==> config.mk <==
export PLATFORM = sky130hd
export DESIGN_NAME = nes_joypad_port
export DESIGN_NICKNAME = d
export VERILOG_FILES = /design/src/rtl/joypad_pkg.sv /design/src/rtl/keycode_decoder.sv /design/src/rtl/nes_joypad_port.sv
export SDC_FILE = /design/constraint.sdc
export NUM_CORES = 1
export LEC_CHECK = 0
export CORE_UTILIZATION = 55
export DETAILED_ROUTE_END_ITERATION = 8
export PLACE_DENSITY = 0.88
export SLEW_MARGIN = 15
export SYNTH_ARGS = -nofsm -noshare
export SYNTH_HDL_FRONTEND = slang
export SYNTH_SLANG_ARGS = --single-unit
==> constraint.sdc <==
create_clock -name clk_clk -period 4.13 [get_ports clk_clk]
set_input_delay 0.826 -clock clk_clk [delete_from_list [all_inputs] [get_ports clk_clk]]
set_output_delay 0.826 -clock clk_clk [all_outputs]
set_load 0.02 [all_outputs]
==> src/rtl/joypad_pkg.sv <==
// Shared constants for the NES joypad port: button bit positions, per-player
// HID keymaps and the Four Score signature bytes.
package joypad_pkg;

    typedef logic [7:0] hid_code_t;

    localparam int BTN_A      = 0;
    localparam int BTN_B      = 1;
    localparam int BTN_SELECT = 2;
    localparam int BTN_START  = 3;
    localparam int BTN_UP     = 4;
    localparam int BTN_DOWN   = 5;
    localparam int BTN_LEFT   = 6;
    localparam int BTN_RIGHT  = 7;

    localparam hid_code_t HID_NONE     = 8'h00;
    localparam hid_code_t HID_ROLLOVER = 8'h01;

    localparam hid_code_t SIG_P0 = 8'h10;
    localparam hid_code_t SIG_P1 = 8'h20;

    // Row = player, column = button index (A, B, Select, Start, Up, Down, Left, Right).
    localparam hid_code_t KEYMAP [4][8] = '{
        '{8'h1B, 8'h1D, 8'h2B, 8'h28, 8'h1A, 8'h16, 8'h04, 8'h07},  // X Z Tab Enter W S A D
        '{8'h0E, 8'h0D, 8'h2D, 8'h2E, 8'h52, 8'h51, 8'h50, 8'h4F},  // K J - = arrows
        '{8'h59, 8'h5A, 8'h5B, 8'h58, 8'h60, 8'h5D, 8'h5C, 8'h5E},  // keypad cluster
        '{8'h0F, 8'h33, 8'h2F, 8'h30, 8'h18, 8'h0B, 8'h0A, 8'h11}   // L ; [ ] U H G N
    };

endpackage

==> src/rtl/keycode_decoder.sv <==
// Maps one captured HID report onto an 8-bit NES button vector for a player,
// flags reports that must be dropped, and optionally cancels opposing directions.
module keycode_decoder
    import joypad_pkg::*;
#(
    parameter int N_CH       = 2,
    parameter int KEYS       = 6,
    parameter int SOCD_CLEAN = 1
) (
    input  logic [KEYS*8-1:0] codes,
    input  logic [1:0]        chan,
    output logic [7:0]        btn,
    output logic              discard
);

    localparam logic [2:0] N_CH_W = 3'(N_CH);

    logic [7:0] raw;
    logic       rollover;
    hid_code_t  code;

    always_comb begin
        // NOTE: every variable gets a default before the loops so no path leaves it unassigned (no latch).
        raw      = '0;
        rollover = 1'b0;
        code     = HID_NONE;
        for (int s = 0; s < KEYS; s++) begin
            code = codes[s*8 +: 8];
            if (code == HID_ROLLOVER)
                rollover = 1'b1;
            if (code != HID_NONE) begin
                for (int b = 0; b < 8; b++) begin
                    if (code == KEYMAP[chan][b])
                        raw[b] = 1'b1;
                end
            end
        end

        btn = raw;
        if (SOCD_CLEAN != 0) begin
            if (raw[BTN_UP] && raw[BTN_DOWN]) begin
                btn[BTN_UP]   = 1'b0;
                btn[BTN_DOWN] = 1'b0;
            end
            if (raw[BTN_LEFT] && raw[BTN_RIGHT]) begin
                btn[BTN_LEFT]  = 1'b0;
                btn[BTN_RIGHT] = 1'b0;
            end
        end

        discard = rollover | ({1'b0, chan} >= N_CH_W);
    end

endmodule

==> src/rtl/nes_joypad_port.sv <==
// HID-report-to-NES controller bridge: holds per-player button states and serves
// them to the CPU through the $4016/$4017 strobe-and-shift protocol.
module nes_joypad_port
    import joypad_pkg::*;
#(
    parameter int N_CH       = 2,
    parameter int KEYS       = 6,
    parameter int FOUR_SCORE = 0,
    parameter int SOCD_CLEAN = 1
) (
    input  logic              clk_clk,
    input  logic              reset_reset_n,
    input  logic              kc_valid,
    output logic              kc_ready,
    input  logic [1:0]        kc_chan,
    input  logic [KEYS*8-1:0] kc_codes,
    input  logic              cpu_strobe_we,
    input  logic              cpu_strobe_d,
    input  logic              cpu_rd,
    input  logic              cpu_rd_port,
    output logic              cpu_rd_data,
    output logic [N_CH*8-1:0] btn_state_o
);

    localparam int SR_W = (FOUR_SCORE != 0) ? 24 : 8;

    logic [KEYS*8-1:0] rpt_codes;
    logic [1:0]        rpt_chan;
    logic [7:0]        dec_btn;
    logic              dec_discard;
    logic              accept;

    logic [7:0]        btn_state [N_CH];

    logic              strobe;
    logic              strobe_next;
    logic              loaded;
    logic [SR_W-1:0]   sr0, sr1;
    logic [SR_W-1:0]   load0, load1;

    assign accept      = kc_valid & kc_ready;
    assign strobe_next = cpu_strobe_we ? cpu_strobe_d : strobe;

    keycode_decoder #(
        .N_CH       (N_CH),
        .KEYS       (KEYS),
        .SOCD_CLEAN (SOCD_CLEAN)
    ) u_decoder (
        .codes   (rpt_codes),
        .chan    (rpt_chan),
        .btn     (dec_btn),
        .discard (dec_discard)
    );

    // kc_ready low marks the one cycle in which the captured report is applied.
    always_ff @(posedge clk_clk or negedge reset_reset_n) begin
        if (!reset_reset_n) begin
            kc_ready  <= 1'b1;
            rpt_codes <= '0;
            rpt_chan  <= '0;
        end else begin
            // NOTE: sequential state uses non-blocking assignments so every register samples pre-edge values.
            kc_ready <= !accept;
            if (accept) begin
                rpt_codes <= kc_codes;
                rpt_chan  <= kc_chan;
            end
        end
    end

    always_ff @(posedge clk_clk or negedge reset_reset_n) begin
        if (!reset_reset_n) begin
            // NOTE: btn_state is a handful of flops, not a RAM, so it is cleared by reset like any register.
            for (int c = 0; c < N_CH; c++)
                btn_state[c] <= '0;
        end else if (!kc_ready && !dec_discard) begin
            for (int c = 0; c < N_CH; c++) begin
                if (rpt_chan == 2'(c))
                    btn_state[c] <= dec_btn;
            end
        end
    end

    for (genvar c = 0; c < N_CH; c++) begin : g_btn_out
        assign btn_state_o[c*8 +: 8] = btn_state[c];
    end

    if (FOUR_SCORE != 0) begin : g_four_score
        if (N_CH == 4) begin : g_hi
            assign load0 = {SIG_P0, btn_state[2], btn_state[0]};
            assign load1 = {SIG_P1, btn_state[3], btn_state[1]};
        end else begin : g_no_hi
            assign load0 = {SIG_P0, 8'h00, btn_state[0]};
            assign load1 = {SIG_P1, 8'h00, btn_state[1]};
        end
    end else begin : g_standard
        assign load0 = btn_state[0];
        assign load1 = btn_state[1];
    end

    // Until the first reload the registers count as already shifted out, so reads return 1.
    always_ff @(posedge clk_clk or negedge reset_reset_n) begin
        if (!reset_reset_n) begin
            strobe      <= 1'b0;
            loaded      <= 1'b0;
            sr0         <= '0;
            sr1         <= '0;
            cpu_rd_data <= 1'b0;
        end else begin
            strobe <= strobe_next;
            if (strobe_next) begin
                sr0    <= load0;
                sr1    <= load1;
                loaded <= 1'b1;
            end
            if (cpu_rd) begin
                if (strobe_next) begin
                    cpu_rd_data <= cpu_rd_port ? load1[0] : load0[0];
                end else if (!cpu_rd_port) begin
                    cpu_rd_data <= sr0[0] | !loaded;
                    sr0         <= {1'b1, sr0[SR_W-1:1]};
                end else begin
                    cpu_rd_data <= sr1[0] | !loaded;
                    sr1         <= {1'b1, sr1[SR_W-1:1]};
                end
            end
        end
    end

endmodule

Word-level counts from Yosys, hierarchy flattened --
Index checks and enable logic that the tools add are counted.
Storage, ports and cells: bits in registers 86, word-level logic and storage cells 165, output and inout bits 18, bits of input ports 57
Cells by class: muxes and demuxes 77, order comparisons 2, reduce and logical (&&, ||, !) cells 16, eq/ne operators 55, bitwise operators 5
Operators with widths (number):
- $eq A8 B8 Y1 | 48
- $bmux W64 S2 | 1
- $mux W64 | 2
- $mux W8 | 14
- $mux W1 | 58
- $eq A8 B1 Y1 const B | 6
- $reduce_bool A8 Y1 | 6
- $logic_not A1 Y1 | 4
- $mux W2 | 2
- $reduce_and A2 Y1 | 2
- $ge A3 B3 Y1 const B | 1
- $logic_and A1 B1 Y1 | 3
- $not A2 Y3 | 1
- $or A1 B1 Y1 | 3
- $eq A2 B1 Y1 const B | 1
- $ge A2 B2 Y1 const B | 1
- $logic_not A2 Y1 | 1
- $and A1 B1 Y1 | 1

Longest topological paths before layout --
word-level depth 19, gate-level depth with buffers 13, depth with buffers taken out 8

By module --
Synthesis repeated with hierarchy kept, for this count alone.
Second synthesis, totals: cells, all modules 725, area, all modules 6558.8 µm²
Modules (own cells, without submodules):
- nes_joypad_port | times used 1, cells each 231, area each 3357.0 µm², seq. area each 2153.3 µm²
- keycode_decoder | times used 1, cells each 494, area each 3201.8 µm², seq. area each 0.0 µm²

Worst setup path before layout --
OpenSTA, ideal clock, no wires.
path type reg-to-reg, start reg rpt_chan[1], end reg btn_state (netlist bit load0[6]), required time 4010 ps, setup slack 1067 ps, library setup time 120 ps, clock period less this slack 3063 ps, stages on the path, launching flop included 14, path buffers 6, data arrival time 2942 ps, cells stage by stage dfrtp_1 buf_2 buf_2 buf_2 inv_1 ha_1 buf_2 buf_2 buf_2 xnor2_1 nand3_1 nor4b_1 nor4_4 o211a_1
On the way: word-level cells in the longest chain between the ends 19, elaborated cells on any way between the ends 42, classes of those cells 1 x order compare; 12 x eq/ne; 22 x mux; 2 x bitwise; 5 x reduce/logical
Ends and longest elaborated chain:
- start, declared | RTL line nes_joypad_port.sv:28 | logic [1:0] rpt_chan;
- start signal, assigned | RTL line nes_joypad_port.sv:66 | rpt_chan <= kc_chan;
- $not A2 Y3 (implied by the code) | RTL line keycode_decoder.sv:33 | if (code == KEYMAP[chan][b])
- $bmux W64 S2 | RTL line keycode_decoder.sv:33
- $mux W64 (2 in series)
- $eq A8 B8 Y1 | RTL line keycode_decoder.sv:33
- $mux W1 | RTL line keycode_decoder.sv:33
- $mux W8 | RTL line keycode_decoder.sv:31 | if (code != HID_NONE) begin
- $mux W1 | RTL line keycode_decoder.sv:33
- $mux W8 | RTL line keycode_decoder.sv:31
- [... 2 more ...]
- $mux W1 | RTL line keycode_decoder.sv:33
- $mux W8 | RTL line keycode_decoder.sv:31
- $mux W1 | RTL line keycode_decoder.sv:33
- $mux W8 | RTL line keycode_decoder.sv:31
- $mux W1 | RTL line keycode_decoder.sv:33
- $mux W8 | RTL line keycode_decoder.sv:31
- $logic_and A1 B1 Y1 | RTL line keycode_decoder.sv:45 | if (raw[BTN_LEFT] && raw[BTN_RIGHT]) begin
- $mux W2 | RTL line keycode_decoder.sv:45
- end signal, assigned by index | RTL line nes_joypad_port.sv:79 | btn_state[c] <= dec_btn;
- end, declared | RTL line nes_joypad_port.sv:33 | logic [7:0] btn_state [N_CH];
Parallel ways exist; a longest one is shown, timed or not. The select of a mux whose other input is x is not followed. A chain may end at the register's enable or synchronous reset.

Final worst setup path --
start reg rpt_chan[0], end reg btn_state (netlist bit load0[4])
On the way: word-level cells in the longest chain between the ends 19, elaborated cells on any way between the ends 42, classes of those cells 1 x order compare; 12 x eq/ne; 22 x mux; 2 x bitwise; 5 x reduce/logical
Ends and longest elaborated chain:
- $not A2 Y3 (implied by the code) | RTL line keycode_decoder.sv:33
- $bmux W64 S2 | RTL line keycode_decoder.sv:33
- $mux W64 (2 in series)
- $eq A8 B8 Y1 | RTL line keycode_decoder.sv:33
- $mux W1 | RTL line keycode_decoder.sv:33
- $mux W8 | RTL line keycode_decoder.sv:31
- $mux W1 | RTL line keycode_decoder.sv:33
- $mux W8 | RTL line keycode_decoder.sv:31
- [... 2 more ...]
- $mux W1 | RTL line keycode_decoder.sv:33
- $mux W8 | RTL line keycode_decoder.sv:31
- $mux W1 | RTL line keycode_decoder.sv:33
- $mux W8 | RTL line keycode_decoder.sv:31
- $mux W1 | RTL line keycode_decoder.sv:33
- $mux W8 | RTL line keycode_decoder.sv:31
- $logic_and A1 B1 Y1 | RTL line keycode_decoder.sv:41 | if (raw[BTN_UP] && raw[BTN_DOWN]) begin
- $mux W2 | RTL line keycode_decoder.sv:41
Parallel ways exist; a longest one is shown, timed or not. The select of a mux whose other input is x is not followed.

==> summary.md <==
| Metric | Value |
|---|---|
| Mapped Cells | `701` |
| RR Endpoint | `load0[4]` |
| Status | `finished clean` |
| Post-synth top flop | `dfrtp_1` |
| Drt via density | `6.19` |
| Distinct cells, synth | `57` |
| # IOs | `75` |
| Cell Rows | `39` |
| Final Critical Period | `3320 ps` |
| DR iter-0 viols | `559` |
| Worst slew pin tran | `793 ps` |
| ANT nets after route | `0` |
| Hold depth | `1` |
| Slew HR | `0.458` |
| Share of layout cells above drive strength 1 | `0.128` |
| Min-delay worst type | `reg -> reg` |
| Gr ovfl total | `0` |
| Final Max Tran Viols | `0` |
| Final Setup Violations | `0` |
| Skew final | `5.33 ps` |
| Worst reg-to-reg setup slack | `810 ps` |
| Core area | `11400 sq um` |
| Cell Pwr Density | `428 nW/um^2` |
| Hold Buf Count CTS | `0` |
| DR vias | `5394` |
| CTS tree | `yes` |
| Post-Layout Cell Count | `872` |
| Type of origin of the critical path | `register` |
| Largest net degree at the start of global routing | `87` |
| Synth Net Count | `763` |
| FFs w/ async S/R, synth | `1.00` |
| Slowest CP cell | `dfrtp_1` |
| RSZ-0062 raised after global routing | `no` |
| Vias in the first global route | `5165` |
| Initial Util | `0.562` |
| Post-Route WL | `16.1 mm` |
| Post-CTS Resized | `0` |
| CTS max path bufs | `2` |
| Post-Place Cell Area | `7120 sq um` |
| Total CTS buffers | `9` |
| Seq cells post-synth | `86` |
| Sequential-to-total area share from yosys stat | `0.335` |
| Root buf cell | `clkbuf_16` |
| IO buf count | `74` |
| Crit path required time | `4360 ps` |
| Final Instance Area | `7420 sq um` |
| Worst EP arrival | `3550 ps` |
| CP Max Fanout | `12` |
| CTS Sinks | `86` |
| H-tree Lvls | `3` |
| DR pass1 iterations | `5` |
| First-pass GRT wire length | `26.1 mm` |
| Number of synthesized flops with an enable pin | `0` |
| Die width | `110 um` |
| CP Cell Sequence | `inv_1 > ha_1 > xor2_1 > a2111oi_0 > nand2_1 > nor4_1 > nor4_2 > a22o_1` |
| Placed cells | `856` |
| Synth area leaders | `dfrtp_1, mux2_2, xor2_1` |
| Reg2reg start | `rpt_chan[0]` |
| DIE HEIGHT | `110 um` |
| Gp weighted congestion | `0.930` |
| WS Path Type | `reg -> reg` |
| Die footprint | `12100 sq um` |
| Final net count | `786` |
| Fin Hold WS | `482 ps` |
| Mean Syn Cell Area | `9.16 sq um` |
| Slowest stage delay, CP | `720 ps` |
| Setup TNS | `0 ps` |
| Worst-Skew Late Latency | `340 ps` |
| Total GRT Usage | `0.282` |
| Max Cap Viol | `0` |
| Worst reg-to-reg path cell count | `8` |
| Hold worst-path end | `cpu_rd_data` |
| Synth area leader | `dfrtp_1` |
| Setup crit end kind | `register` |
| HPWL after DPL | `11.5 mm` |
| Mean routed wirelength per cell | `18.4 um` |
| DRC Markers | `0` |
| Initial antenna violation count | `1` |
| Clock slew at the register clock pins of the worst setup and hold paths | `60 ps` |
| Area share of the largest cell type after synthesis | `0.331` |
| Fin. Hold Viols | `0` |
| Area grow syn2layout | `15.5%` |
| Fmax | `301 MHz` |
| Setup Fix Bufs, Post-CTS | `0` |
| YS warnings | `0` |
| FILL cells | `936` |
| Lkg Pwr | `2.95 nW` |
| Diode count | `0` |
| Final worst-path cycle share | `0.805` |
| Peak VDD IR | `264 uV` |
| Synthesized area | `6420 sq um` |
| Critical hold path startpoint | `cpu_rd_data` |
[placed cells by master (no fill, tap or decap), types with 4 or more instances in the layout]
master,Yosys,routed
a21oi_1,23,23
xor2_1,65,65
inv_1,4,4
mux2i_1,20,19
nor2_1,36,36
mux2_2,55,55
o211ai_1,6,6
buf_4,1,10
nor4_1,13,13
nand3_1,25,25
nand3b_1,8,8
o22ai_1,17,17
ha_1,5,4
and3_1,7,7
o21ai_0,16,16
a2111oi_0,5,5
nor4b_1,5,5
clkdlybuf4s50_1,0,73
xnor2_1,59,59
clkbuf_16,0,9
nor3_1,32,32
dfrtp_1,85,85
nand2b_1,22,22
nor3b_1,6,6
nand4_1,17,17
or3_1,9,9
and3b_1,8,8
nand2_1,38,37
[critical path, delay by kind of cell (launching register included)]
family	cells	cell delay (ps)
adders and majority gates	1	510
xor gates and xnor gates	1	200
AOI/OAI and AO/OA	2	950
DFF	1	720
and+or+nand+nor	3	650
buffers and inverters	1	180
[worst max path at each step]
stage	startpoint	end	slack, ps
after floorplan	rpt_chan[1]	load0[6]	1070
after global placement	rpt_chan[0]	load0[4]	1070
after detailed placement	rpt_chan[0]	load0[4]	940
after CTS	rpt_chan[0]	load0[4]	910
after global routing	rpt_chan[0]	load0[4]	650
final	rpt_chan[0]	load0[4]	810
[kinds of logic after synthesis]
logic type	Yosys count	synth area share
compound gates	87	0.0854
mux	75	0.128
fa+ha+maj	5	0.00975
buf+inv	77	0.0526
xor+xnor	124	0.169
flops	86	0.335
simple gates	247	0.220
[cell type report]
type                    instances  area (sq um)  share of cell area
clock buffers                  11           233              0.0314
clock inverters                 5          57.6             0.00776
repair buffers                 85           837               0.113
multi-input cells             538          3940               0.531
well taps                     143           179              0.0241
inverters                       4          15.0             0.00202
flip-flops and latches         86          2150               0.290
[registers in the layout (all words and copies together), names as in the netlist]
name	cells
kc_ready	1
loaded	1
load1	8
sr1	8
load0	8
strobe	1
rpt_chan	2
cpu_rd_data	1
sr0	8
rpt_codes	48
[metal layers]
metal / global-route usage / vias to the layer above / routed length (um)
met4: 0.104 / 0 / 459
met1: 0.360 / 2640 / 6730
met3: 0.0517 / 43 / 932
li1: - / 2518 / -
met2: 0.476 / 193 / 7930
met5: 0 / - / 0
[cells in the mapped netlist, types with 22 or more instances]
cell type,count
nor2_1,36
nand2_1,38
nand2b_1,22
nand3_1,25
dfrtp_1,85
mux2_2,55
nor3_1,32
a21oi_1,23
xor2_1,65
clkbuf_1,34
xnor2_1,59
buf_2,24
[power by group]
group / leakage (nW) / switching, W / internal, W / total [W]
clock network: 0.144 / 0.000336 / 0.000470 / 0.000807
logic: 1.76 / 0.000561 / 0.000567 / 0.00113
registers: 1.04 / 0.000271 / 0.000970 / 0.00124
[stage by stage]
step                       util  power (W)  setup slack (ps)
after global placement    0.623    0.00231              1070
after global routing      0.649    0.00336               649
after floorplan               -    0.00205              1070
final                     0.649    0.00318               806
after CTS                 0.649    0.00317               911
after detailed placement  0.623    0.00236               945
No activity file was read; power rests on OpenSTA's default activity.
